[src/rtl/regfile_write_arbiter.sv]
// Two-client round-robin write arbiter in front of a register file write port.
// Optional macro REGFILE_ARB_ZERO_FILTER_EN suppresses RegWrite for register-0 grants.
module regfile_write_arbiter #(
  parameter int ADDR_W = 5,
  parameter int DATA_W = 32
) (
  input  logic              Clk,
  input  logic              Reset,
  input  logic              Hold,
  input  logic              ReqA,
  input  logic              ReqB,
  input  logic [ADDR_W-1:0] AddrA,
  input  logic [ADDR_W-1:0] AddrB,
  input  logic [DATA_W-1:0] DataA,
  input  logic [DATA_W-1:0] DataB,
  output logic              GntA,
  output logic              GntB,
  output logic [ADDR_W-1:0] WriteRegister,
  output logic [DATA_W-1:0] WriteData,
  output logic              RegWrite,
  output logic              LastGnt
);

  // Handshake: a client holds Req/Addr/Data stable until it samples its Gnt
  // high at a rising edge; the request is consumed on that edge. Gnt is a
  // one-cycle pulse, and a client whose Gnt is high is not eligible, so the
  // same client is never granted on two consecutive edges.

  logic              gnt_a_q, gnt_a_d;
  logic              gnt_b_q, gnt_b_d;
  logic              reg_write_q, reg_write_d;
  logic              last_gnt_q, last_gnt_d;
  logic [ADDR_W-1:0] write_register_q, write_register_d;
  logic [DATA_W-1:0] write_data_q, write_data_d;

  logic elig_a;
  logic elig_b;
  logic pick_a;
  logic pick_b;
  logic win_addr_zero;

  always_comb begin
    elig_a = ReqA && !gnt_a_q && !Hold;
    elig_b = ReqB && !gnt_b_q && !Hold;
    // LastGnt=1 means B was served last, so A takes the tie.
    pick_a = elig_a && (!elig_b || last_gnt_q);
    pick_b = elig_b && !pick_a;
  end

  always_comb begin
    gnt_a_d          = 1'b0;
    gnt_b_d          = 1'b0;
    reg_write_d      = 1'b0;
    last_gnt_d       = last_gnt_q;
    write_register_d = write_register_q;
    write_data_d     = write_data_q;
    win_addr_zero    = 1'b0;

    if (pick_a) begin
      gnt_a_d          = 1'b1;
      last_gnt_d       = 1'b0;
      write_register_d = AddrA;
      write_data_d     = DataA;
      win_addr_zero    = (AddrA == '0);
    end else if (pick_b) begin
      gnt_b_d          = 1'b1;
      last_gnt_d       = 1'b1;
      write_register_d = AddrB;
      write_data_d     = DataB;
      win_addr_zero    = (AddrB == '0);
    end

`ifdef REGFILE_ARB_ZERO_FILTER_EN
    reg_write_d = (pick_a || pick_b) && !win_addr_zero;
`else
    reg_write_d = pick_a || pick_b;
`endif
  end

  always_ff @(posedge Clk or posedge Reset) begin
    if (Reset) begin
      gnt_a_q          <= 1'b0;
      gnt_b_q          <= 1'b0;
      reg_write_q      <= 1'b0;
      last_gnt_q       <= 1'b1;
      write_register_q <= '0;
      write_data_q     <= '0;
    end else begin
      gnt_a_q          <= gnt_a_d;
      gnt_b_q          <= gnt_b_d;
      reg_write_q      <= reg_write_d;
      last_gnt_q       <= last_gnt_d;
      write_register_q <= write_register_d;
      write_data_q     <= write_data_d;
    end
  end

  assign GntA          = gnt_a_q;
  assign GntB          = gnt_b_q;
  assign RegWrite      = reg_write_q;
  assign LastGnt       = last_gnt_q;
  assign WriteRegister = write_register_q;
  assign WriteData     = write_data_q;

endmodule

[config.mk]
export PLATFORM = sky130hd
export DESIGN_NAME = regfile_write_arbiter
export DESIGN_NICKNAME = d
export VERILOG_FILES = /design/src/rtl/regfile_write_arbiter.sv
export SDC_FILE = /design/constraint.sdc
export NUM_CORES = 1
export LEC_CHECK = 0
export BUFFER_PORTS_ARGS = -buffer_cell sky130_fd_sc_hd__buf_2
export CAP_MARGIN = 20
export CORE_MARGIN = 2
export CORE_UTILIZATION = 40
export DETAILED_ROUTE_END_ITERATION = 6
export MAX_ROUTING_LAYER = met4
export PLACE_DENSITY = 0.77
export SYNTH_ARGS = -nofsm -noshare
export SYNTH_HDL_FRONTEND = slang
export SYNTH_SLANG_ARGS = --single-unit
[constraint.sdc]
create_clock -name Clk -period 1.65 [get_ports Clk]
set_clock_uncertainty 0.1 [all_clocks]
set_input_delay 0.0825 -clock Clk [delete_from_list [all_inputs] [get_ports Clk]]
set_output_delay 0.0825 -clock Clk [all_outputs]
set_load 0.01 [all_outputs]
**After elaboration in Yosys (flattened, before gate mapping)**

Cells that the tools add are included.

- Latch bits: 0
- Memory bits (read-only): 0
- Memories: 0
- Bits of input ports: 79
- Output and inout port bits: 41
- Flip-flop bits (word level): 41
- Bits in writable memories: 0
- Logic and storage cells: 29

- Muxes and demuxes: 9
- Add/subtract/negate cells: 0
- Reductions and logical operators: 14
- Magnitude comparators: 0
- Multipliers: 0
- Equal/unequal tests: 0
- Shifts and indexed selects: 0
- Divide/modulo/power cells: 0
- Bitwise operators: 0

Operators by type and width:

| operator | count |
|---|---|
| $mux 32 | 2 |
| $mux 5 | 2 |
| $logic_and 1x1->1 | 6 |
| $logic_not 1->1 | 5 |
| $mux 1 | 5 |
| $logic_or 1x1->1 | 2 |
| $reduce_bool 2->1 | 1 |

**Logic depth before layout (Yosys ltp)**

Gate-level depths: netlist (run 1).

- Depth in word-level cells: 10
- Depth in mapped cells: 4
- Gate-level depth less buffers: 3

**Worst setup path before layout (run 1)**

OpenSTA, ideal clock, no wires.

- Path kind: register -> register
- From: reg gnt_b_q, in the netlist GntB
- To: reg write_data_q[24], in the netlist WriteData[24]
- Path buffers: 1
- Cell stages (with the launch flop): 5
- Setup time: 0.125 ns
- Period minus slack after synthesis: 1.730 ns
- Arrival: 1.505 ns
- Path slack: -0.080 ns
- Path through: dfrtp_1 > nor3b_4 > buf_6 > mux2_2 > mux2_2

- Word-level cells in the longest chain between the ends: 9

RTL lines:

| element | line | text |
|---|---|---|
| start: declaration | 30 | `logic gnt_b_q, gnt_b_d;` |
| start signal: assignment | 90 | `gnt_b_q <= gnt_b_d;` |
| $logic_not 1->1 * | 44 | `elig_b = ReqB && !gnt_b_q && !Hold;` |
| $logic_and 1x1->1 * (2 in series) | 44 |  |
| $logic_not 1->1 | 46 | `pick_a = elig_a && (!elig_b \|\| last_gnt_q);` |
| $logic_or 1x1->1 | 46 |  |
| $logic_and 1x1->1 | 46 |  |
| $logic_not 1->1 | 47 | `pick_b = elig_b && !pick_a;` |
| $logic_and 1x1->1 | 47 |  |
| $reduce_bool 2->1 (no source line) | -- |  |
| end signal: assignment | 94 | `write_data_q <= write_data_d;` |
| end: declaration | 34 | `logic [DATA_W-1:0] write_data_q, write_data_d;` |

Mark *: on every way between the ends. The rest lies on a longest branch, timed or not.
A chain may end at the register's enable or synchronous reset.

**Worst setup path in the final report (run 1)**

- From: reg gnt_b_q, in the netlist GntB
- To: reg write_data_q[19], in the netlist WriteData[19]

Same word-level chain as after synthesis.

==> results of run 1 <==
[cell type report]
cell class              count  area (um2)  area share
well taps                  70        87.6      0.0247
inverters                   3        11.3     0.00317
clock buffers               8        80.1      0.0226
repair buffers            172        1230       0.347
flip-flops and latches     41        1030       0.290
multi-input cells          80        1110       0.313
[power breakdown]
group | switching (mW) | internal, mW
registers | 0.117 | 1.22
logic | 0.453 | 0.826
clock network | 0.312 | 0.301
total | 0.881 | 2.35
[through the flow]
step | area (um2) | setup TNS (ns) | worst slack, ns | hold slack (ns)
2_1_floorplan | 2140 | -2.57 | -0.0761 | 0.131
3_3_place_gp | 2830 | -2.70 | -0.0896 | 0.0284
3_5_place_dp | 2830 | -3.79 | -0.120 | 0.0370
4_1_cts | 3500 | -2.35 | -0.0915 | 0.0435
5_1_grt | 3550 | -4.59 | -0.147 | 0.0421
6_report | 3550 | -2.64 | -0.0994 | 0.0554
[logic make-up after synthesis]
| kind of cell | share of synthesized area |
|---|---|
| AND/OR/NAND/NOR | 0.0166 |
| multiplexers | 0.432 |
| buffers and inverters | 0.0480 |
| AO/OA/AOI/OAI | 0.0160 |
| flip-flops | 0.487 |
[sequential cells by signal (all words and copies together) (netlist names)]
name	flops
WriteData	32
LastGnt	1
WriteRegister	5
RegWrite	1
GntB	1
GntA	1
[critical path, cell delays in order, from the launching register on]
cell and delay (ns):
dfrtp_2 0.43, nor3b_4 0.20, buf_6 0.18, clkbuf_16 0.15
mux2_2 0.33, mux2_4 0.25
[cell usage in the layout, fill, tap and decap left out, types with 2 or more instances in the layout]
cell type      count
mux2_2            19
buf_6              2
buf_2            119
mux2_4            55
buf_16             3
inv_1              2
buf_4              4
clkbuf_1           3
dfrtp_1           39
clkbuf_8           5
dlygate4sd3_1     38
buf_12             4
[per-layer routing]
layer	global-route usage	vias up	wire length (um)
met1	0.241	836	2410
met4	0.0364	0	11
li1	-	811	-
met3	0.0521	2	363
met5	-	-	0
met2	0.383	76	3090
[worst paths after layout]
path / start / to
setup reg to reg: GntB / WriteData[19]
hold / removal: AddrB[1] / WriteRegister[1]
min in group asynchronous: Reset / WriteData[5]
max in group asynchronous: Reset / LastGnt
hold reg to reg: LastGnt / LastGnt
setup / recovery: GntB / WriteData[19]
[what timing repair did]
item / in CTS / in global routing
hold buffers: 38 / 0
gates cloned: 3 / 1
resized for setup: 27 / 6
pin swaps: 2 / 0
setup endpoints to repair: 37 / 37
endpoints found under the hold margin: 78 / 0
setup buffers: 5 / 0
==> flow_summary.toml, run 1 <==
[route]
routedWlPerCell_um = 15.7
ant_nets = 0
dr.pass1.iters = 3
drt-initial-drc-count = 35
wl_um = 5880
viasPerCell = 4.61
num_vias = 1725
drc_errors = 0

[pwr]
vdd_drop_max_mv = 0.494
power_density_mw_per_mm2 = 910
totalPowerFinal_mw = 3.23
p_leak_nw = 1.85

[synth]
synth.largest_area_cell = "dfrtp_1"
ys_top_cells_by_count = "mux2_2 (53), dfrtp_1 (40), mux2_4 (21), buf_6 (8), inv_1 (3)"
synth_top_area_frac = 0.474
ys_seq_elements = 41
synth-edff-count = 0
yosys_warnings = 0
postSynthAreaPerCell_um2 = 16.0
ys_seq_area_frac = 0.487
ys_types = 12
syn_nets = 211
synth_area_mm2 = 0.00211
synth_ff_type = "dfrtp_1"
synth_area_leaders = "dfrtp_1 (47%), mux2_2 (28%), mux2_4 (15%)"
synthCells = 132
synthArstFlopShare = 1.00
yosysMostFrequentCell = "mux2_2"

[hold_path]
min-delay-path-class = "input port to register"
hold_depth = 3

[job]
maxCapViolCount = 0

[sta]
fin_crit_ns = 1.75
drv_slew = 0
final_hold_viol_count = 0
tightestPinTransition_ns = 0.261
fmax_mhz = 572
setup_viol = 37
max-slew-margin-rel = 0.826
fin_crit_sh = 1.06
fin_ws_ns = -0.0994
rsz0062_at_grt = "yes"

[setup_path]
worstPathArrival_ns = 1.82
path_class = "register to register"
setup.worst_path.start_class = "register"
end_kind = "register"
worstRegToRegCells = 5
r2r_slack_ns = -0.1
critPathRequiredTime_ns = 1.72
cp_max_fo = 5

[floorplanning]
initial_utilization = 0.413
core-area_mm2 = 0.00511
die_h_um = 76.6
num_io_pins = 120
die-area_mm2 = 0.00587
die_x_um = 76.6
rows = 26

[final_layout]
nFillCells = 375
final_nets = 382
layout-drive-gt1-share = 0.714
area_growth_pct = 68.1
layout.cells.non_filler = 374
postLayoutCoreUtil = 0.695
diodes = 0

[clock_tree]
numCtsBuffers = 5
clockBufferDepth = 2
clock-root-buffer = "clkbuf_8"
clock_latency_ns = 0.28
htree_levels = 2
clkTransAtPathRegs_ns = 0.07
cts_tree = "built"
cts.sinks = 41

[outcome]
status = "finished with violations"
violations = "negative setup slack"

[global_route]
antenna_found_initial = 0
grt_max_degree = 42
grt_pass1_vias = 1905
grt-ovfl-total = 0
grt.total_usage = 0.212
grt_pass1_wl_um = 9380

[placed_design]
io_buffers = 119
place_congestion = 0.689
post-place-cells = 319
hpwlAfterDp_um = 3230
(Power assumes the default switching activity.)
==> inputs of run 2 (changes only) <==
--- a/config.mk
+++ b/config.mk
@@ -7,11 +7,11 @@
 export LEC_CHECK = 0
 export BUFFER_PORTS_ARGS = -buffer_cell sky130_fd_sc_hd__buf_2
 export CAP_MARGIN = 20
-export CORE_MARGIN = 2
+export CORE_MARGIN = 1
 export CORE_UTILIZATION = 40
 export DETAILED_ROUTE_END_ITERATION = 6
 export MAX_ROUTING_LAYER = met4
-export PLACE_DENSITY = 0.77
+export PLACE_DENSITY = 0.87
 export SYNTH_ARGS = -nofsm -noshare
 export SYNTH_HDL_FRONTEND = slang
 export SYNTH_SLANG_ARGS = --single-unit
==> flow_summary.toml, run 2 (same netlist as run 1, synthesis figures left out) <==
[setup_path]
r2r_end = "WriteData[11]"
critPathRequiredTime_ns = 1.73
worstPathCellList = "nor3b_4 > buf_6 > buf_8 > mux2_2 > mux2_2"
cp_top_family = "multiplexers"
setup.worst_path.start_class = "register"
slowest_delay_ns = 0.45
end_kind = "register"
critPathSlowestCell = "dfrtp_2"
reg2reg_from = "GntB"
worstPathArrival_ns = 1.83
crit_buf_inv = 2
cp_max_fo = 8
worstRegToRegCells = 5
r2r_slack_ns = -0.1
critPathMostFrequentCell = "mux2_2"
path_class = "register to register"

[sta]
setup_tns_ns = -2.90
drv_slew = 0
final_hold_viol_count = 0
tightestPinTransition_ns = 0.523
max-slew-margin-rel = 0.651
fin_crit_sh = 1.06
fin_crit_ns = 1.75
fin_ws_ns = -0.0953
setup_viol = 37
rsz0062_at_grt = "yes"
fmax_mhz = 573

[final_layout]
layout.cells.non_filler = 373
layout_commonest_cell = "buf_2"
largest_register_ff_count = 32
nFillCells = 357
diodes = 0
mostFrequentLayoutCells = "buf_2 (119), mux2_4 (61), dfrtp_1 (39)"
final_nets = 381
layout-drive-gt1-share = 0.723
area_growth_pct = 69.0
design_area_mm2 = 0.00356

[clock_tree]
clock-root-buffer = "clkbuf_8"
clkTransAtPathRegs_ns = 0.09
clock_latency_ns = 0.29
clockBufferDepth = 2
cts.sinks = 41
cts_tree = "built"
numCtsBuffers = 5
htree_levels = 2

[route]
drt-initial-drc-count = 36
num_vias = 1733
ant_nets = 0
viasPerCell = 4.65
routedWlPerCell_um = 15.2
dr.pass1.iters = 4
drc_errors = 0
wl_um = 5690

[floorplanning]
core-area_mm2 = 0.00511
die_x_um = 74.6
initial_utilization = 0.413
die_h_um = 74.6
num_io_pins = 120
die-area_mm2 = 0.00557
rows = 26

[hold_path]
min-delay-path-class = "input port to register"
min_to = "WriteData[8]"
hold_depth = 3
worstHoldStart = "DataB[8]"

[placed_design]
post-place-cells = 320
place_congestion = 0.726
io_buffers = 119
hpwlAfterDp_um = 3370
pre_cts_ws_ns = -0.130
placed_cell_area_mm2 = 0.00281

[pwr]
vdd_drop_max_mv = 0.506
power_density_mw_per_mm2 = 998
totalPowerFinal_mw = 3.56
p_leak_nw = 1.87

[global_route]
grt_pass1_vias = 1838
grt.total_usage = 0.209
antenna_found_initial = 0
grt-ovfl-total = 0
grt_max_degree = 42
grt_pass1_wl_um = 8230

[outcome]
violations = "negative setup slack"
status = "finished with violations"

[job]
maxCapViolCount = 0
## run 2: worst reg2reg max path, stage by stage (launching register included)
cell and delay [ns]:
dfrtp_2 0.45, nor3b_4 0.18, buf_6 0.17, buf_8 0.15, mux2_2 0.33, mux2_2 0.26
## run 2: repair_timing
item | in CTS | in global routing
buffers inserted | 4 | 0
pin swaps | 2 | 0
hold buffers | 38 | 0
resized for setup | 42 | 5
setup endpoints to repair | 37 | 37
gates cloned | 3 | 0
endpoints found under the hold margin | 77 | 0
## run 2: how the worst max path moves through the flow
stage | start | to | slack [ns] | depth (start not counted)
global placement | GntB | WriteData[4] | -0.10 | 4
detailed placement | GntB | WriteData[29] | -0.13 | 4
CTS | GntB | WriteData[28] | -0.10 | 5
global route | GntB | WriteData[6] | -0.17 | 5
finish | GntB | WriteData[11] | -0.1 | 5
floorplan | GntB | WriteData[24] | -0.08 | 4
## run 2: per-layer routing
metal / up-vias / routed length [um] / part of all wire / global-route usage
met5: - / 0 / 0 / -
met4: 0 / 11 / 0.0019 / 0.0398
met2: 72 / 3050 / 0.54 / 0.378
met1: 849 / 2330 / 0.41 / 0.234
li1: 810 / - / - / -
met3: 2 / 293 / 0.052 / 0.0535
## run 2: report_power, final
group	switching (mW)	internal, mW	leakage (nW)	total, mW
combinational	0.444	0.826	1.32	1.27
clock	0.347	0.601	0.0681	0.948
sequential	0.123	1.22	0.481	1.34
## run 2: stage by stage
step | utilization | hold slack [ns]
floorplan | - | 0.131
global placement | 0.550 | 0.125
detailed placement | 0.550 | 0.138
CTS | 0.694 | 0.0281
global route | 0.698 | 0.0288
finish | 0.698 | 0.0434
## run 2: cell type report
| cell class | instances | area, um2 | share of cell area |
|---|---|---|---|
| Inverter | 3 | 11.3 | 0.00316 |
| Clock buffer | 5 | 68.8 | 0.0193 |
| Multi-Input combinational cell | 80 | 1130 | 0.317 |
| Timing Repair Buffer | 171 | 1170 | 0.329 |
| Sequential cell | 41 | 1030 | 0.289 |
| Tap cell | 70 | 87.6 | 0.0246 |
| Clock inverter | 3 | 65.1 | 0.0183 |
==> inputs of run 3 (changes only) <==
--- a/config.mk
+++ b/config.mk
@@ -5,13 +5,14 @@
 export SDC_FILE = /design/constraint.sdc
 export NUM_CORES = 1
 export LEC_CHECK = 0
+export ABC_AREA = 1
 export BUFFER_PORTS_ARGS = -buffer_cell sky130_fd_sc_hd__buf_2
 export CAP_MARGIN = 20
 export CORE_MARGIN = 1
-export CORE_UTILIZATION = 40
+export CORE_UTILIZATION = 50
 export DETAILED_ROUTE_END_ITERATION = 6
 export MAX_ROUTING_LAYER = met4
-export PLACE_DENSITY = 0.87
+export PLACE_DENSITY = 0.95
 export SYNTH_ARGS = -nofsm -noshare
 export SYNTH_HDL_FRONTEND = slang
 export SYNTH_SLANG_ARGS = --single-unit
==> constraint.sdc (replaced) <==
create_clock -name Clk -period 2.2 [get_ports Clk]
set_clock_uncertainty 0.1 [all_clocks]
set_input_delay 0.11 -clock Clk [delete_from_list [all_inputs] [get_ports Clk]]
set_output_delay 0.11 -clock Clk [all_outputs]
set_load 0.01 [all_outputs]
==> flow_summary.toml, run 3 <==
[global_route]
antenna_found_initial = 0
grt.total_usage = 0.269
grt_max_degree = 78
grt_pass1_vias = 2468
grt_pass1_wl_um = 10800
grt-ovfl-total = 0

[sta]
rsz0062_at_grt = "no"
setup_tns_ns = 0
fmax_mhz = 600
fin_crit_sh = 0.758
final_hold_viol_count = 0
hold_slack_ns = 0.0180
fin_crit_ns = 1.67
tightestPinTransition_ns = 0.515
setup_viol = 0
fin_ws_ns = 0.532
max-slew-margin-rel = 0.656
drv_slew = 0

[synth]
synth_compound_area_frac = 0
synthXorXnorAreaFrac = 0
synth.largest_area_cell = "dfrtp_1"
synthArstFlopShare = 1.00
synth_ff_type = "dfrtp_1"
synth-edff-count = 0
synth_top_family_by_area = "simple AND/OR/NAND/NOR gates"
synthSimpleGateAreaFrac = 0.437
ys_seq_area_frac = 0.408
synth_top_area_frac = 0.397
synth_area_mm2 = 0.00252
synth_fa_ha_area_frac = 0
yosys_warnings = 0
ys_seq_elements = 41
synthMuxAreaShare = 0
syn_nets = 427
postSynthAreaPerCell_um2 = 7.24
synth_area_leaders = "dfrtp_1 (40%), nand2_1 (17%), nand3_1 (14%)"
ys_types = 15
ys_top_cells_by_count = "nand2_1 (115), nand3_1 (68), inv_1 (43), dfrtp_1 (40), nand4_1 (37)"
synthCells = 348
yosysMostFrequentCell = "nand2_1"

[clock_tree]
clock-root-buffer = "clkbuf_8"
clockBufferDepth = 2
clkTransAtPathRegs_ns = 0.08
numCtsBuffers = 5
cts_setup_buffers = 0
cts_tree = "built"
htree_levels = 2
ctsHoldBuffers = 1
clock_latency_ns = 0.28
cts.sinks = 41
post_cts_resized = 0

[placed_design]
place_congestion = 0.905
pre_cts_ws_ns = 0.561
post-place-cells = 513
placed_cell_area_mm2 = 0.00307
hpwlAfterDp_um = 4580
io_buffers = 119

[pwr]
internal_power_mw = 1.56
seq_power_share = 0.431
p_clk_frac = 0.267
net-switching-power_mw = 0.735
p_comb_frac = 0.302
swShare = 0.320
vdd_drop_max_mv = 0.343
p_leak_nw = 1.96
power_density_mw_per_mm2 = 719

[setup_path]
reg2reg_from = "GntB"
path_class = "register to register"
slowest_delay_ns = 0.40
cp_max_fo = 26
critPathSlowestCell = "dfrtp_1"
worstSetupStartpoint = "GntB"
critPathMostFrequentCell = "buf_4"
worstRegToRegCells = 6
r2r_slack_ns = 0.53
setup.worst_path.start_class = "register"
worstPathCellList = "inv_2 > buf_4 > nand3_2 > buf_4 > nand3_1 > nand2_1"
r2r_end = "WriteData[28]"
critPathRequiredTime_ns = 2.27
worstPathArrival_ns = 1.74
end_kind = "register"

[hold_path]
min-delay-path-class = "input port to register"
worstHoldStart = "DataA[2]"
hold_depth = 5
min_to = "WriteData[2]"

[final_layout]
mostFrequentLayoutCells = "buf_2 (119), nand2_1 (115), nand3_1 (67)"
diodes = 0
largest_register_ff_count = 32
area_growth_pct = 27.0
layout-drive-gt1-share = 0.330
layout.cells.non_filler = 522
nFillCells = 421
layout_commonest_cell = "buf_2"
design_area_mm2 = 0.00320
final_nets = 533

[route]
drc_errors = 0
routedWlPerCell_um = 12.5
wl_um = 6520
ant_nets = 0
dr.pass1.iters = 4
drt-initial-drc-count = 182
num_vias = 2657
viasPerCell = 5.09

[floorplanning]
core-area_mm2 = 0.00479
die-area_mm2 = 0.00533
die_x_um = 73.0
num_io_pins = 120
die_h_um = 73.0
initial_utilization = 0.526
rows = 25

[job]
maxCapViolCount = 0

[outcome]
status = "complete, no violations"
run 3: changes by cell type in the layout (fill, tap and decap cells not counted), moves of 13 or more:
cell	previous run	this run
dlygate4sd3_1	38	1
inv_1	2	42
mux2_2	13	0
mux2_4	61	0
nand2_1	0	115
nand3_1	0	67
nand4_1	0	37
run 3: final cells by class:
class	instances	area [um2]	share of cell area
clock buffer	7	86.3	0.0270
clock inverter	1	30.0	0.00939
inverter	44	165	0.0516
multi-input combinational	231	1100	0.345
sequential	41	1030	0.321
tap	67	83.8	0.0262
timing repair buffer	131	701	0.219
run 3: critical path: cells and delay by family (launching register included):
family / cells / cell delay (ns)
AND/OR/NAND/NOR: 3 / 0.29
flip-flops: 1 / 0.40
buffers and inverters: 3 / 0.76
run 3: metrics by stage:
stage          utilization  total power [mW]
4_1_cts              0.668              2.32
2_1_floorplan            -              1.42
3_5_place_dp         0.642              1.70
6_report             0.668              2.30
3_3_place_gp         0.642              1.68
5_1_grt              0.668              2.45
run 3: kinds of logic (layout without fill, tap and decap cells):
| kind of cell | Yosys count | in the layout |
|---|---|---|
| simple gates | 231 | 231 |
| buf+inv | 76 | 183 |
| flops | 41 | 41 |
run 3: routing by layer:
| layer | GRT usage | wire length [um] |
|---|---|---|
| met5 | - | 0 |
| met4 | 0.0937 | 78 |
| met3 | 0.0497 | 359 |
| met2 | 0.440 | 3310 |
| met1 | 0.335 | 2770 |
run 3: power by group through the flow:
stage / clock (mW) / sequential [mW] / combinational, mW
finish: 0.613 / 0.991 / 0.695
detailed placement: 0 / 1.00 / 0.697
floorplan: 0 / 1.07 / 0.353
global placement: 0 / 1.00 / 0.675
CTS: 0.633 / 0.990 / 0.700
global route: 0.665 / 1.01 / 0.780
run 3: how the worst max path moves through the flow:
stage	to	cells after the start
5_1_grt	WriteData[14]	7
6_report	WriteData[28]	6
3_5_place_dp	WriteData[9]	6
2_1_floorplan	WriteData[10]	7
4_1_cts	WriteData[28]	6
3_3_place_gp	WriteData[6]	6
